<file path="config.mk">
export PLATFORM = sky130hd
export DESIGN_NAME = membus_arbiter
export DESIGN_NICKNAME = d
export VERILOG_FILES = /design/src/rtl/membus_arbiter.sv
export SDC_FILE = /design/constraint.sdc
export NUM_CORES = 1
export LEC_CHECK = 0
export CAP_MARGIN = 5
export CORE_AREA = 4 4 107 109
export DETAILED_ROUTE_END_ITERATION = 8
export DIE_AREA = 0 0 111 113
export GPL_TIMING_DRIVEN = 0
export PLACE_DENSITY = 0.66
export SLEW_MARGIN = 0
export SYNTH_ARGS = -nofsm -noshare
export SYNTH_HDL_FRONTEND = slang
export SYNTH_SLANG_ARGS = --single-unit
</file>
<file path="constraint.sdc">
create_clock -name clk -period 3 [get_ports clk]
set_input_delay 0.9 -clock clk [delete_from_list [all_inputs] [get_ports clk]]
set_output_delay 0.9 -clock clk [all_outputs]
set_load 0.005 [all_outputs]
</file>
<file path="src/rtl/membus_arbiter.sv">
// membus_arbiter
//
// Two-master (ibus, dbus) to one-slave MemBus arbiter. Commands are granted
// round-robin and forwarded combinationally. Every forwarded read pushes its
// source tag into an in-order tag FIFO, and the FIFO head steers each memory
// response back to the master that issued the read. Writes return nothing
// and take no FIFO entry.
//
// Ports
//   clk, reset            clock, asynchronous active-low reset
//   ibus_cmd_*            ibus read command (valid/ready/address)
//   ibus_rsp_*            ibus read response (valid/ready/rdata)
//   dbus_cmd_*            dbus command (valid/ready/address/write/wdata/wmask)
//   dbus_rsp_*            dbus read response (valid/ready/rdata)
//   mem_cmd_*             shared memory command
//   mem_rsp_*             shared memory response
//   protocol_error        sticky: a response arrived with no read outstanding
//
// Parameter
//   DEPTH                 maximum outstanding reads, power of two, >= 2
module membus_arbiter #(
  parameter int DEPTH = 4
) (
  input  logic        clk,
  input  logic        reset,

  input  logic        ibus_cmd_valid,
  output logic        ibus_cmd_ready,
  input  logic [31:0] ibus_cmd_payload_address,
  output logic        ibus_rsp_valid,
  input  logic        ibus_rsp_ready,
  output logic [31:0] ibus_rsp_payload_rdata,

  input  logic        dbus_cmd_valid,
  output logic        dbus_cmd_ready,
  input  logic [31:0] dbus_cmd_payload_address,
  input  logic        dbus_cmd_payload_write,
  input  logic [31:0] dbus_cmd_payload_wdata,
  input  logic [3:0]  dbus_cmd_payload_wmask,
  output logic        dbus_rsp_valid,
  input  logic        dbus_rsp_ready,
  output logic [31:0] dbus_rsp_payload_rdata,

  output logic        mem_cmd_valid,
  input  logic        mem_cmd_ready,
  output logic [31:0] mem_cmd_payload_address,
  output logic        mem_cmd_payload_write,
  output logic [31:0] mem_cmd_payload_wdata,
  output logic [3:0]  mem_cmd_payload_wmask,
  input  logic        mem_rsp_valid,
  output logic        mem_rsp_ready,
  input  logic [31:0] mem_rsp_payload_rdata,

  output logic        protocol_error
);

  localparam int AW = $clog2(DEPTH);
  localparam logic [AW:0]   FULL_CNT = (AW+1)'(DEPTH);
  localparam logic [AW:0]   CNT_ONE  = (AW+1)'(1);
  localparam logic [AW-1:0] PTR_ONE  = AW'(1);

  typedef enum logic [1:0] {
    ARB    = 2'd0,
    HOLD_I = 2'd1,
    HOLD_D = 2'd2
  } state_t;

  state_t        r_state;
  state_t        w_state_nxt;
  logic [AW:0]   r_count;
  logic [AW-1:0] r_wptr;
  logic [AW-1:0] r_rptr;
  logic [DEPTH-1:0] r_tags;     // 0 = ibus, 1 = dbus
  logic          r_last_src;    // 0 = ibus, 1 = dbus
  logic          r_perr;

  logic w_room;
  logic w_i_elig;
  logic w_d_elig;
  logic w_gnt_any;
  logic w_gnt_d;
  logic w_cmd_hs;
  logic w_push;
  logic w_pop;
  logic w_empty;
  logic w_head;
  logic w_spurious;

  // Room is judged on the registered count, so a pop in the same cycle does
  // not free a slot until the next cycle.
  assign w_room   = (r_count < FULL_CNT);
  assign w_i_elig = ibus_cmd_valid & w_room;
  assign w_d_elig = dbus_cmd_valid & (dbus_cmd_payload_write | w_room);

  // Grant selection
  always_comb begin
    w_gnt_any = 1'b0;
    w_gnt_d   = 1'b0;
    case (r_state)
      ARB: begin
        w_gnt_any = w_i_elig | w_d_elig;
        if (w_i_elig && w_d_elig) begin
          // Tie: serve whoever was not served last.
          w_gnt_d = ~r_last_src;
        end else begin
          w_gnt_d = w_d_elig;
        end
      end
      HOLD_I: begin
        w_gnt_any = 1'b1;
        w_gnt_d   = 1'b0;
      end
      HOLD_D: begin
        w_gnt_any = 1'b1;
        w_gnt_d   = 1'b1;
      end
      default: begin
        w_gnt_any = 1'b0;
        w_gnt_d   = 1'b0;
      end
    endcase
  end

  // Command forwarding
  always_comb begin
    mem_cmd_valid           = 1'b0;
    mem_cmd_payload_address = ibus_cmd_payload_address;
    mem_cmd_payload_write   = 1'b0;
    mem_cmd_payload_wdata   = dbus_cmd_payload_wdata;
    mem_cmd_payload_wmask   = 4'h0;
    ibus_cmd_ready          = 1'b0;
    dbus_cmd_ready          = 1'b0;
    if (w_gnt_d) begin
      mem_cmd_valid           = w_gnt_any & dbus_cmd_valid;
      mem_cmd_payload_address = dbus_cmd_payload_address;
      mem_cmd_payload_write   = dbus_cmd_payload_write;
      mem_cmd_payload_wmask   = dbus_cmd_payload_wmask;
      dbus_cmd_ready          = w_gnt_any & mem_cmd_ready;
    end else begin
      mem_cmd_valid           = w_gnt_any & ibus_cmd_valid;
      ibus_cmd_ready          = w_gnt_any & mem_cmd_ready;
    end
  end

  assign w_cmd_hs = mem_cmd_valid & mem_cmd_ready;
  assign w_push   = w_cmd_hs & ~mem_cmd_payload_write;

  // Next-state logic
  always_comb begin
    w_state_nxt = r_state;
    case (r_state)
      ARB: begin
        if (w_gnt_any && !mem_cmd_ready) begin
          w_state_nxt = w_gnt_d ? HOLD_D : HOLD_I;
        end
      end
      HOLD_I, HOLD_D: begin
        if (w_cmd_hs) begin
          w_state_nxt = ARB;
        end
      end
      default: w_state_nxt = ARB;
    endcase
  end

  // Response routing: the FIFO head owns the response channel.
  assign w_empty    = (r_count == '0);
  assign w_head     = r_tags[r_rptr];
  assign w_spurious = w_empty & mem_rsp_valid;

  always_comb begin
    ibus_rsp_valid = 1'b0;
    dbus_rsp_valid = 1'b0;
    mem_rsp_ready  = 1'b0;
    if (w_empty) begin
      // Nobody is waiting: swallow whatever shows up.
      mem_rsp_ready = mem_rsp_valid;
    end else if (w_head) begin
      dbus_rsp_valid = mem_rsp_valid;
      mem_rsp_ready  = dbus_rsp_ready;
    end else begin
      ibus_rsp_valid = mem_rsp_valid;
      mem_rsp_ready  = ibus_rsp_ready;
    end
  end

  assign ibus_rsp_payload_rdata = mem_rsp_payload_rdata;
  assign dbus_rsp_payload_rdata = mem_rsp_payload_rdata;
  assign w_pop          = ~w_empty & mem_rsp_valid & mem_rsp_ready;
  assign protocol_error = r_perr;

  // Control state
  always_ff @(posedge clk or negedge reset) begin
    if (!reset) begin
      r_state    <= ARB;
      r_count    <= '0;
      r_wptr     <= '0;
      r_rptr     <= '0;
      r_last_src <= 1'b0;
      r_perr     <= 1'b0;
    end else begin
      r_state <= w_state_nxt;
      if (w_cmd_hs) begin
        r_last_src <= w_gnt_d;
      end
      if (w_push) begin
        r_wptr <= r_wptr + PTR_ONE;
      end
      if (w_pop) begin
        r_rptr <= r_rptr + PTR_ONE;
      end
      case ({w_push, w_pop})
        2'b10:   r_count <= r_count + CNT_ONE;
        2'b01:   r_count <= r_count - CNT_ONE;
        default: r_count <= r_count;
      endcase
      if (w_spurious) begin
        r_perr <= 1'b1;
      end
    end
  end

  // Tag storage is qualified by the pointers, so it needs no reset.
  always_ff @(posedge clk) begin
    if (w_push) begin
      r_tags[r_wptr] <= w_gnt_d;
    end
  end

endmodule

</file>
-- After elaboration in Yosys (flattened, before gate mapping)
Index checks and enable logic that the tools add are counted.
- add/subtract/negate cells: 4
- $lt $le $gt $ge: 4
- eq/ne operators: 6
- muxes and demuxes: 25
- bitwise operators: 15
- reductions and logical operators: 9
- operator list (kind ; number):
    $mux W32 ; 1
    $mux W1 ; 13
    $and A1 B1 Y1 ; 10
    $lt A2 B3 Y1 const B ; 2
    $mux W2 ; 3
    $pmux W3 S2 ; 1
    $add A2 B1 Y2 const B ; 2
    $bwmux W4 ; 1
    $eq A2 B1 Y1 const B ; 2
    $eq A2 B2 Y1 const B ; 2
    $mux W4 ; 1
    $pmux W1 S2 ; 2
    $pmux W2 S2 ; 1
    $add A3 B1 Y3 const B ; 1
    $logic_and A1 B1 Y1 ; 3
    $logic_not A3 Y1 ; 1
    $lt A3 B3 Y1 const B ; 1
    $not A1 Y1 ; 3
    $sub A3 B1 Y3 const B ; 1
    $bmux W1 S2 ; 1
    $demux W1 S2 ; 1
    $ge A2 B1 Y1 const B ; 1
    $logic_not A2 Y1 ; 1
    $ne A2 B1 Y1 const B ; 1
    other kinds (6) ; 7
- register bits: 15
- input bits: 141
- word-level logic and storage cells: 70

-- Longest topological paths before layout
Gate-level depths: netlist of the first run.
- depth in word-level cells: 11
- gate-level depth with buffers: 12
- depth with buffers taken out: 12

-- Worst setup path before layout of the first run
Ideal clock, no wire load.
- kind: input port to output port
- start point: in ibus_cmd_valid
- end point: out mem_cmd_payload_address[0]
- arrival time: 1.901 ns
- data required time: 2.100 ns
- setup slack: 0.199 ns
- cell stages on the path: 4
- path buffers: 1
- cells stage by stage: and3b_1 o31a_1 buf_4 mux2_4
- cells in the longest elaborated chain, start to end: 5
- RTL lines (element ; RTL line ; text):
    from (decl) ; 27 ; input logic ibus_cmd_valid,
    $and A1 B1 Y1 ; 92 ; assign w_i_elig = ibus_cmd_valid & w_room;
    $logic_and A1 B1 Y1 ; 102 ; if (w_i_elig && w_d_elig) begin
    $mux W1 ; 102 ;
    $pmux W1 S2 ; 99 ; case (r_state)
    $mux W32 ; 133 ; if (w_gnt_d) begin
    to (decl) ; 46 ; output logic [31:0] mem_cmd_payload_address,
Every way passes these cells.

-- Worst setup path in the final report of the first run
- start point: in ibus_cmd_valid
- end point: out mem_cmd_payload_address[29]
The elaborated chain is that of the path after synthesis.

==> results of run 1 <==
==> power by group through the flow <==
stage | clock network (mW) | logic [mW] | registers, mW
after floorplan | 0 | 1.11 | 0.347
after global placement | 0 | 1.93 | 0.361
after CTS | 0.181 | 2.48 | 0.361
after global routing | 0.194 | 2.59 | 0.378
final | 0.175 | 2.42 | 0.367
after detailed placement | 0 | 1.95 | 0.364
==> path summary, 6_finish.rpt <==
path,startpoint,to
max,ibus_cmd_valid,mem_cmd_payload_address[29]
min,protocol_error,protocol_error
max reg2reg,r_state[1],r_count[1]
min reg2reg,protocol_error,protocol_error
max in group asynchronous,reset,r_count[1]
min in group asynchronous,reset,r_count[2]
==> worst register-to-register path: stages, from the launching register on <==
cell,delay [ns]
dfrtp_1,0.41
inv_1,0.09
ha_4,0.30
a21oi_2,0.04
a211o_1,0.37
a221oi_4,0.25
inv_1,0.07
ha_1,0.22
inv_1,0.07
fa_1,0.41
o21ai_0,0.17
==> registers in the layout, indices dropped and copies added (netlist names) <==
register	count
r_last_src	1
r_wptr	2
r_count	3
r_rptr	2
r_state	2
r_tags	4
protocol_error	1
==> placed cells by master, fill, tap and decap left out, drive strengths merged, types with 2 or more instances in the layout <==
master         Yosys  final
a21oi              4      4
and2               4      4
and2b              2      2
buf              100    158
clkbuf             1      5
clkdlybuf4s50      0    170
dfrtp             11     11
dlygate4sd2        0      4
edfxtp             4      4
ha                 8      8
inv               11     10
mux2              34     34
mux2i              9      9
nand2              7      7
nor2               8      8
nor2b              5      5
nor3               3      3
o21a               2      2
o21ai              5      5
o21bai             2      2
o2bb2ai            2      2
o31ai              2      2
xnor2              2      2
xor2               2      2
==> logic make-up (layout without fill, tap and decap cells) <==
group / after synthesis / after routing / share of synthesized area (%)
AND/OR/NAND/NOR: 36 / 36 / 8.17
adder cells (fa/ha/maj): 9 / 9 / 5.19
flip-flops: 15 / 15 / 17.1
XOR/XNOR: 4 / 4 / 1.51
buffers and inverters: 112 / 350 / 34.9
multiplexers: 43 / 43 / 25.8
AO/OA/AOI/OAI: 22 / 22 / 7.36
==> cell type report <==
cell class              count  area [um2]  area share (%)
clock inverters             1        7.51           0.149
inverters                  11        46.3           0.919
multi-input cells         114        1180            23.4
plain buffers             101         805            16.0
clock buffers               3        41.3           0.819
repair buffers            234        2390            47.4
flip-flops and latches     15         395            7.85
well taps                 140         175            3.48
==> timing repair <==
item / in CTS / in global routing
hold buffers: 0 / 0
endpoints found under the setup margin: 45 / 43
cloned: 4 / 0
gates resized for setup: 240 / 14
pin swaps: 5 / 3
setup buffers: 13 / 4
==> metal layers <==
metal	up-vias	routed length, um	track usage, %
li1	1183	-	-
met5	-	0	0
met3	9	629	2.67
met4	0	116	2.71
met2	125	5040	26.3
met1	1107	3380	14.5
==> results.cfg, run 1 <==
[outcome]
outcome = finished with violations
violations = negative setup slack

[yosys]
syn_area_um2 = 2310
synthTopCellsByArea = buf_4, mux2_4, dfrtp_1
synth_most_common_cell = buf_4
synthDistinctLibCells = 39
synth_seq_cells = 15
synth_seq_area_share_pct = 17.1
yosysWarnings = 0
syn-instance-count = 241
synth_top_area_share_pct = 31.5
synth_ff_type = dfrtp_1
synthArstFlopShare_pct = 73.3
yosysTopAreaCell = buf_4
synthTopCellsByCount = buf_4, mux2_4, dfrtp_1, inv_1, mux2i_1
syn_area_per_cell_um2 = 9.60
synth-edff-count = 4
syn-num-nets = 391

[place]
portBuffers = 216
placed_area_um2 = 4650
dp_slack_ns = -1.04
placed_cells_incl_taps = 597
dp.final_hpwl_mm = 7.90
gp_congestion = 0.805

[clock_network]
clk_latency_ns = 0.26
htreeDepth = 1
cts_buffer_depth = 2
clk_pin_slew_ns = 0.06
cts_root_buf = clkbuf_8
cts.sinks = 15
cts_tree = yes
cts_buffers = 3

[global_route]
antenna_found_initial = 0
grt_usage_pct = 13.2
grt_pass1_vias = 2512
grt_max_degree = 12
grt_pass1_wl_mm = 13.4
grt.overflow.total = 0

[floorplan]
ioPinCount = 281
dieArea_um2 = 12500
die_w_um = 111
num_rows = 38
start_util_pct = 21.8
die_h_um = 113
design.core.area_um2 = 10600

[sta]
fmax_mhz = 319
hold_violations = 0
fin_crit_ns = 3.14
tightest_slew_ns = 0.534
tns_ns = -4.08
maxSlewViolCount = 0
hold-worst-slack_ns = 0.488
relSlewSlack_pct = 64.3
fin_crit_sh_pct = 105
rsz0062_at_grt = yes
worst_slack_ns = -0.135
setup_viol_count_final = 36
clock_skew_ns = 0.00396

[route]
dr.pass1.iters = 4
wl_mm = 9.17
vias = 2424
dr.first_iter.drc_count = 77
drc = 0
avgViaCountPerCell = 3.92
drt-wirelength-per-cell_um = 14.8
antenna_left = 0

[critical_path]
worstSetupPathType = in -> out
crit_required_ns = 2.10
path_cells = buf_8 > and3b_2 > o31a_1 > buf_6 > buf_16 > mux2_4 > buf_6
rrSetupSlack_ns = 0.50
reg2reg_depth = 10
cp_num_buf_inv = 4
critPathTopFamily = buffers and inverters
cp-start-kind = input port
crit_path_max_fanout = 5
slowest_stage = o31a_1
endpoint_kind = output pin
critPathArrivalTime_ns = 2.24
max_stage_delay_ns = 0.33
cp_common_cell = buf_6
cp_num_cells = 7

[power]
p_per_area_nw_per_um2 = 588
p_switching_mw = 1.02
clkPwrFrac_pct = 5.9
power_mw = 2.96
swShare_pct = 34.4
combPwrFrac_pct = 81.7
ir_worst_vdd_uv = 274
leakagePower_nw = 2.36
seqPwrFrac_pct = 12.4
intPower_mw = 1.94

[cells_and_area]
fin_util_pct = 47.5
layout.nets = 630
synthToLayoutAreaGrowth_pct = 118
design_area_um2 = 5040
finalNonFillerCells = 619
fill_cells = 992
diodes = 0
drive_gt1_share_pct = 44.3

[min_path]
min_path_type = reg -> reg
hold_depth = 1

[flow_run]
max_cap_violations = 0
No activity file was read; power rests on OpenSTA's default activity.
==> run 2: changes to the inputs <==
Settings changed: CAP_MARGIN 5 to 20.
==> results of run 2 <==
Final layout, timing and power as in run 1 (identical DEF).
